<file path="config.mk">
export PLATFORM = sky130hd
export DESIGN_NAME = dmux1t8_32_buf
export DESIGN_NICKNAME = d
export VERILOG_FILES = /design/src/rtl/dmux1t8_32_buf.sv
export SDC_FILE = /design/constraint.sdc
export NUM_CORES = 1
export LEC_CHECK = 0
export CORE_MARGIN = 4
export CORE_UTILIZATION = 63
export DETAILED_ROUTE_END_ITERATION = 16
export DONT_BUFFER_PORTS = 1
export GPL_TIMING_DRIVEN = 0
export PLACE_DENSITY_LB_ADDON = 0.3
export RECOVER_POWER = 25
export SYNTH_ARGS = -nofsm -noshare
export SYNTH_HDL_FRONTEND = slang
export SYNTH_SLANG_ARGS = --single-unit
</file>
<file path="constraint.sdc">
create_clock -name clk -period 6.6 [get_ports clk]
set_clock_uncertainty 0.15 [all_clocks]
set_input_delay 1.32 -clock clk [delete_from_list [all_inputs] [get_ports clk]]
set_output_delay 1.32 -clock clk [all_outputs]
set_load 0.05 [all_outputs]
</file>
<file path="src/rtl/dmux1t8_32_buf.sv">
// Buffered 1-to-8 demultiplexer for WIDTH-bit words.
// Each channel owns a data register and a valid flag; a word written into a
// channel is held until that channel's consumer acknowledges it. The target
// channel is either the explicit select or an internal round-robin pointer.
module dmux1t8_32_buf #(
    parameter int WIDTH = 32
) (
    input  logic             clk,
    input  logic             rst_n,
    input  logic [WIDTH-1:0] I,
    input  logic [2:0]       s,
    input  logic             auto,
    input  logic             in_valid,
    output logic             in_ready,
    output logic [WIDTH-1:0] o0,
    output logic [WIDTH-1:0] o1,
    output logic [WIDTH-1:0] o2,
    output logic [WIDTH-1:0] o3,
    output logic [WIDTH-1:0] o4,
    output logic [WIDTH-1:0] o5,
    output logic [WIDTH-1:0] o6,
    output logic [WIDTH-1:0] o7,
    output logic [7:0]       o_valid,
    input  logic [7:0]       o_ack,
    output logic [2:0]       ptr,
    output logic [3:0]       count,
    output logic             full
);

    logic [WIDTH-1:0] data_q [8];
    logic [WIDTH-1:0] data_d [8];
    logic [7:0]       o_valid_q, o_valid_d;
    logic [2:0]       ptr_q, ptr_d;
    logic [3:0]       count_q, count_d;
    logic             full_q, full_d;
    logic [2:0]       tgt;
    logic             accept;

    // Target select, ready and next-state computation. A slot being drained
    // this cycle is reported ready so a refill lands with no bubble.
    always_comb begin
        tgt       = auto ? ptr_q : s;
        in_ready  = ~o_valid_q[tgt] | o_ack[tgt];
        accept    = in_valid & in_ready;

        data_d    = data_q;
        o_valid_d = o_valid_q & ~o_ack;
        ptr_d     = ptr_q;
        if (accept) begin
            data_d[tgt]    = I;
            o_valid_d[tgt] = 1'b1;
            if (auto) begin
                ptr_d = ptr_q + 3'd1;
            end
        end

        count_d = 4'd0;
        for (int i = 0; i < 8; i++) begin
            count_d = count_d + 4'(o_valid_d[i]);
        end
        full_d = &o_valid_d;
    end

    // State registers; reset discards every buffered word.
    always_ff @(posedge clk or negedge rst_n) begin
        if (!rst_n) begin
            for (int i = 0; i < 8; i++) begin
                data_q[i] <= '0;
            end
            o_valid_q <= 8'h00;
            ptr_q     <= 3'd0;
            count_q   <= 4'd0;
            full_q    <= 1'b0;
        end else begin
            for (int i = 0; i < 8; i++) begin
                data_q[i] <= data_d[i];
            end
            o_valid_q <= o_valid_d;
            ptr_q     <= ptr_d;
            count_q   <= count_d;
            full_q    <= full_d;
        end
    end

    assign o0      = data_q[0];
    assign o1      = data_q[1];
    assign o2      = data_q[2];
    assign o3      = data_q[3];
    assign o4      = data_q[4];
    assign o5      = data_q[5];
    assign o6      = data_q[6];
    assign o7      = data_q[7];
    assign o_valid = o_valid_q;
    assign ptr     = ptr_q;
    assign count   = count_q;
    assign full    = full_q;

endmodule
</file>
Word-level counts from Yosys, hierarchy flattened
Cells that the tools add are included.
{"block": "op_classes", "n_addsub": 8, "magnitude_cmp": 4, "mux": 11, "bitwise_logic": 7, "n_reduce_logical": 4}
{"cell": "$bwmux W256", "count": 1}
{"cell": "$demux W32 S3", "count": 1}
{"cell": "$mux W32", "count": 1}
{"cell": "$add A4 B1 Y4", "count": 4}
{"cell": "$and A8 B8 Y8", "count": 1}
{"cell": "$mux W8", "count": 1}
{"cell": "$not A8 Y8", "count": 1}
{"cell": "$or A8 B8 Y8", "count": 1}
{"cell": "$reduce_and A8 Y1", "count": 1}
{"cell": "$bmux W1 S3", "count": 2}
{"cell": "$add A3 B1 Y4", "count": 1}
{"cell": "$ge A4 B4 Y1 const B", "count": 1}
{"cell": "$lt A3 B4 Y1 const B", "count": 1}
{"cell": "$lt A4 B1 Y1 const B", "count": 1}
{"cell": "$not A3 Y4", "count": 1}
{"cell": "$add A2 B1 Y3", "count": 1}
{"cell": "$add A3 B1 Y3 const B", "count": 1}
{"cell": "$demux W1 S3", "count": 1}
{"cell": "$ge A3 B1 Y1 const B", "count": 1}
{"cell": "$mux W1", "count": 3}
{"cell": "$mux W3", "count": 1}
{"cell": "$add A1 B1 Y2", "count": 1}
{"cell": "$logic_and A1 B1 Y1", "count": 2}
{"cell": "$reduce_and A2 Y1", "count": 1}
{"cell": "other kinds (3)", "count": 3}
{"block": "word_totals", "reg_bits": 272, "output_inout_bits": 273}

Longest topological paths before layout
Gate-level depths: netlist of run 1.
{"block": "depth", "ltp_word": 14, "ltp_mapped": 21, "mapped_depth_nobuf": 17}

Worst setup path after synthesis of run 1
OpenSTA, ideal clock, no wires.
{"block": "synth_path", "kind": "in2reg", "start": "input auto", "end": "register count_q[2], in the netlist count[2]", "setup_time_ps": 123, "t_arrival_ps": 5411, "t_required_ps": 6327, "path_slack_ps": 916, "cell_stages": 21, "path_cell_list": "buf_6 -> mux2i_4 -> buf_6 -> mux2i_1 -> o22ai_1 -> nor2_1 -> and2_1 -> buf_6 -> nor2b_4 -> nand2_2 -> buf_6 -> o21ai_0 -> fa_1 -> inv_1 -> fa_1 -> fa_1 -> inv_1 -> ha_1 -> inv_1 -> fa_1 -> xnor2_1"}
{"block": "synth_via", "elab_chain_cells": 14}
{"item": "start: declaration", "line_no": "12", "text": "input logic auto,"}
{"item": "$mux W3 *", "line_no": "42", "text": "tgt = auto ? ptr_q : s;"}
{"item": "$lt A3 B4 Y1 (implied by the code) (tied with other cells)", "line_no": "51", "text": "o_valid_d[tgt] = 1'b1;"}
{"item": "$logic_and A1 B1 Y1 (implied by the code) or $mux W1 (tied branches)", "line_no": "51, 43"}
{"item": "$mux W1 (implied by the code) or $not A1 Y1 (tied branches)", "line_no": "51, 43"}
{"item": "$demux W1 S3 or $or A1 B1 Y1 (tied branches)", "line_no": "51, 43"}
{"item": "$or A8 B8 Y8 (no source line) or $and A1 B1 Y1 (tied branches)"}
{"item": "$mux W8 *", "line_no": "49", "text": "if (accept) begin"}
{"item": "net o_valid_d[1]", "line_no": "32", "text": "logic [7:0] o_valid_q, o_valid_d;"}
{"item": "$add A1 B1 Y2 *", "line_no": "59", "text": "count_d = count_d + 4'(o_valid_d[i]);"}
{"item": "$add A2 B1 Y3 *", "line_no": "59"}
{"item": "$add A3 B1 Y4 *", "line_no": "59"}
{"item": "$add A4 B1 Y4 * (4 in series)", "line_no": "59"}
{"item": "net count_d[2]", "line_no": "34", "text": "logic [3:0] count_q, count_d;"}
{"item": "end signal: assignment", "line_no": "80", "text": "count_q <= count_d;"}
{"item": "end: declaration", "line_no": "34"}
The timed path passes the listed nets; every way through them passes the cells marked *. The select of a mux whose other input is x is not followed.
A chain may end at the register's enable or synchronous reset.

Worst setup path in the final report of run 1
Ends and elaborated chain as after synthesis.

==> metrics list, run 1 <==
* Initial standard-cell utilization of the core: 0.645
- Crit Path Class: primary input to register
- Counting flops with a built-in enable in the synthesized netlist gives 0.
- Post_cts resized: 0
- The worst register-to-register path has a setup slack of between 1000 and 1500 ps.
* Worst slew pin tran: 665 ps
* Clock net sink count: 272
- Fraction of layout instances using a drive strength above 1: 0.474
* Most common library cell in the layout ignoring fill and taps: dfrtp_1
- Number of nets at the end of the flow: 723
- Number of antenna violations at the first check in global routing: 0
- Clock period minus worst slack: 5710 ps
- In this run the number of H-tree levels came out at 1.
- Yosys synthesis warning count: 0
* Input/output buffers: 0
- In the global route stage, overall resource usage came out at 0.265.
- Maximum operating frequency: 175 MHz
* Area occupied by multi-input gates: 3590 µm²
- The worst hold path belongs to the class primary input to asynchronous set/reset pin.
- The run finished with clean final reports.
* Number of nets with antenna violations after routing: 0
- Setup repair after global routing missed its margin: false
* Clk root buf: clkbuf_16
- Synthesis instantiated 37 different standard cells from the library.
- Layout filler cell count: about 1100
- Setup violations remaining at the end of the flow were counted as 0.
- Sequential cell area fraction in the yosys report: 0.637
- Placer's final routability congestion estimate: ~0.83
- For the worst-skew pair, the clock arrives at the later sink with an insertion delay of 520 ps.
- Leaving out fill and tap cells, the most frequent cells in the layout are 272 x dfrtp_1, 224 x mux2_2, 27 x clkbuf_16.
- Maximum buffer depth of the clock tree: 3
* Die width: 138 µm
* Post-Synthesis Cells: 639
- STA classifies the critical path endpoint as a register.
* Final-report max-slew violation count: 0
* First drt pass iteration count: 4
* Required time reported for the critical path endpoint: 6850 ps
* Vias per std cell: 6.00
- After legalization and detailed placement, the total HPWL measured 17800 µm.
- Mean instance size in the synthesized netlist: 16.7 µm²
- Across all layers, the routed design uses 5432 vias.
- Area of the die: 19100 µm²
- Along the worst path, the maximum fanout reaches 10.
* Buffer count from post-CTS setup fixing: 0
- The sequential cells in the finished layout cover a total of roughly 6800 µm².
* Die Y-Extent: 138 µm
* Async set-or-reset flop fraction in the synthesized netlist: 1.00
* Initial drt markers: about 210
* Residual DRC count: 0
* Cell Area, Synth: roughly 11000 µm²
- I/O pin count: 320
- Number of synthesized register bits: approximately 270
- Counting the buffers created by CTS gives 26.
- Dividing the detail-routed wire length by the instance count gives roughly 28 µm.
* Max-cap violations: 0
- Number of nets produced by synthesis: ~700
* Global-route wire length before repair: 39400 µm
- Aggregate routed wire length: ~25000 µm
- Entering global routing, the biggest net connects 273 pins.
- Crit start category: primary input
- TritonCTS built the clock tree.
* Crit path arrival time: 5960 ps
* Antenna diode count: 0
- Worst max-slew margin expressed relative to the limit: 0.557
* Final hold violation count: 0
- Core Area: approximately 17000 µm²
* Period Utilization, post-route: 0.865
* Most used DFF post-synth: dfrtp_1
* Number of rows created at floorplan: 47
* GRT Residual Overflow: 0
- The via count of the first global-routing pass came to between 6000 and 7000.
* Aggregate negative setup slack: 0 ps
* CTS clock-pin slew for the worst setup and hold paths: 60 ps
- Hold-fix buffers at CTS: 0
- Area growth, synth to finish: 10.7%
[routing by layer]
| layer | vias to the layer above | wire length, µm | track usage |
|---|---|---|---|
| li1 | 2308 | - | - |
| met1 | 2835 | 9090 | 0.302 |
| met2 | 243 | 12500 | 0.439 |
| met3 | 46 | 3210 | 0.140 |
| met4 | 0 | 666 | 0.0744 |
| met5 | - | 0 | 0 |
[critical path, cell delays in order]
cell and delay, ps:
buf_6 120, mux2i_4 290, buf_6 200, mux2i_1 230, o22ai_1 110, nor2_1 260
and2_1 190, buf_6 160, nor2b_4 70, nand2_2 200, buf_6 220, o21ai_0 220
fa_1 590, inv_1 60, fa_1 500, fa_1 410, inv_1 70, ha_1 150
inv_1 50, fa_1 380, xnor2_1 130
[sequential cells by signal (all words and copies together), names as in the netlist]
signal,cells
full,1
o0,32
o5,32
o3,32
o6,32
o4,32
ptr,3
o1,32
o2,32
count,4
o7,32
o_valid,8
[worst paths after layout]
check	from	end	depth (start not counted)
min reg2reg	o2[29]$_DFFE_PN0P_	o2[29]$_DFFE_PN0P_	1
max in group asynchronous	rst_n	o5[18]$_DFFE_PN0P_	0
min in group clk	o2[29]$_DFFE_PN0P_	o2[29]$_DFFE_PN0P_	1
max reg2reg	ptr[1]$_DFFE_PN0P_	count[2]$_DFF_PN0_	19
min	rst_n	o5[7]$_DFFE_PN0P_	0
max	auto	count[2]$_DFF_PN0_	21
[final cells by class]
cell class	count	share of cell area
Inverter	19	0.00602
Buffer	27	0.0187
Clock inverter	11	0.0112
Tap cell	220	0.0232
Multi-Input combinational cell	321	0.303
Sequential cell	272	0.575
Clock buffer	36	0.0625
[cell usage after synthesis (2+ instances only)]
library cell / n / area share
a211oi_2: 2 / 0.0023
a31oi_2: 2 / 0.0023
o221ai_1: 2 / 0.0016
nor3_4: 4 / 0.0061
mux2_2: 224 / 0.24
mux2_1: 13 / 0.014
nor2b_1: 3 / 0.0018
buf_2: 6 / 0.0028
mux2_4: 20 / 0.028
a21o_1: 2 / 0.0014
o22ai_1: 2 / 0.0012
nand2_1: 3 / 0.0011
nand2b_1: 2 / 0.0012
xnor2_1: 3 / 0.0025
fa_1: 4 / 0.0075
o21ai_0: 2 / 0.00094
mux2i_1: 8 / 0.0075
buf_6: 9 / 0.0095
dfrtp_1: 272 / 0.64
inv_1: 19 / 0.0067
buf_4: 12 / 0.0084
nor2_1: 4 / 0.0014
ha_1: 5 / 0.0059
a21oi_1: 3 / 0.0014
[cells by family (layout without fill, tap and decap cells)]
group	count (synthesis)	in the layout	synth area share
mux	266	266	0.287
compound gates	18	18	0.0138
xor+xnor	3	3	0.00246
flops	272	272	0.637
fa+ha+maj	9	9	0.0133
buf+inv	46	93	0.0274
simple gates	25	25	0.0192
[per-stage QoR]
stage	utilization	std cells	setup WS, ps	cell area (µm²)	hold WS, ps
final	0.714	906	890	11800	341
after global routing	0.714	906	658	11800	318
after CTS	0.714	906	899	11800	332
after detailed placement	0.661	859	364	11000	712
after global placement	0.661	859	478	11000	700
after floorplan	-	639	916	10700	678
Power of run 1 is left out: the tool's default activity adds up to more than one toggle a clock period on the data nets, which glitch-free logic cannot reach.
==> inputs of run 2 (changes only) <==
- ABC_CLOCK_PERIOD_IN_PS: default -> 6600
==> results of run 2 <==
No change in the layout: final DEF, timing and power equal those of run 1.
Power of run 2 is left out for the same reason.
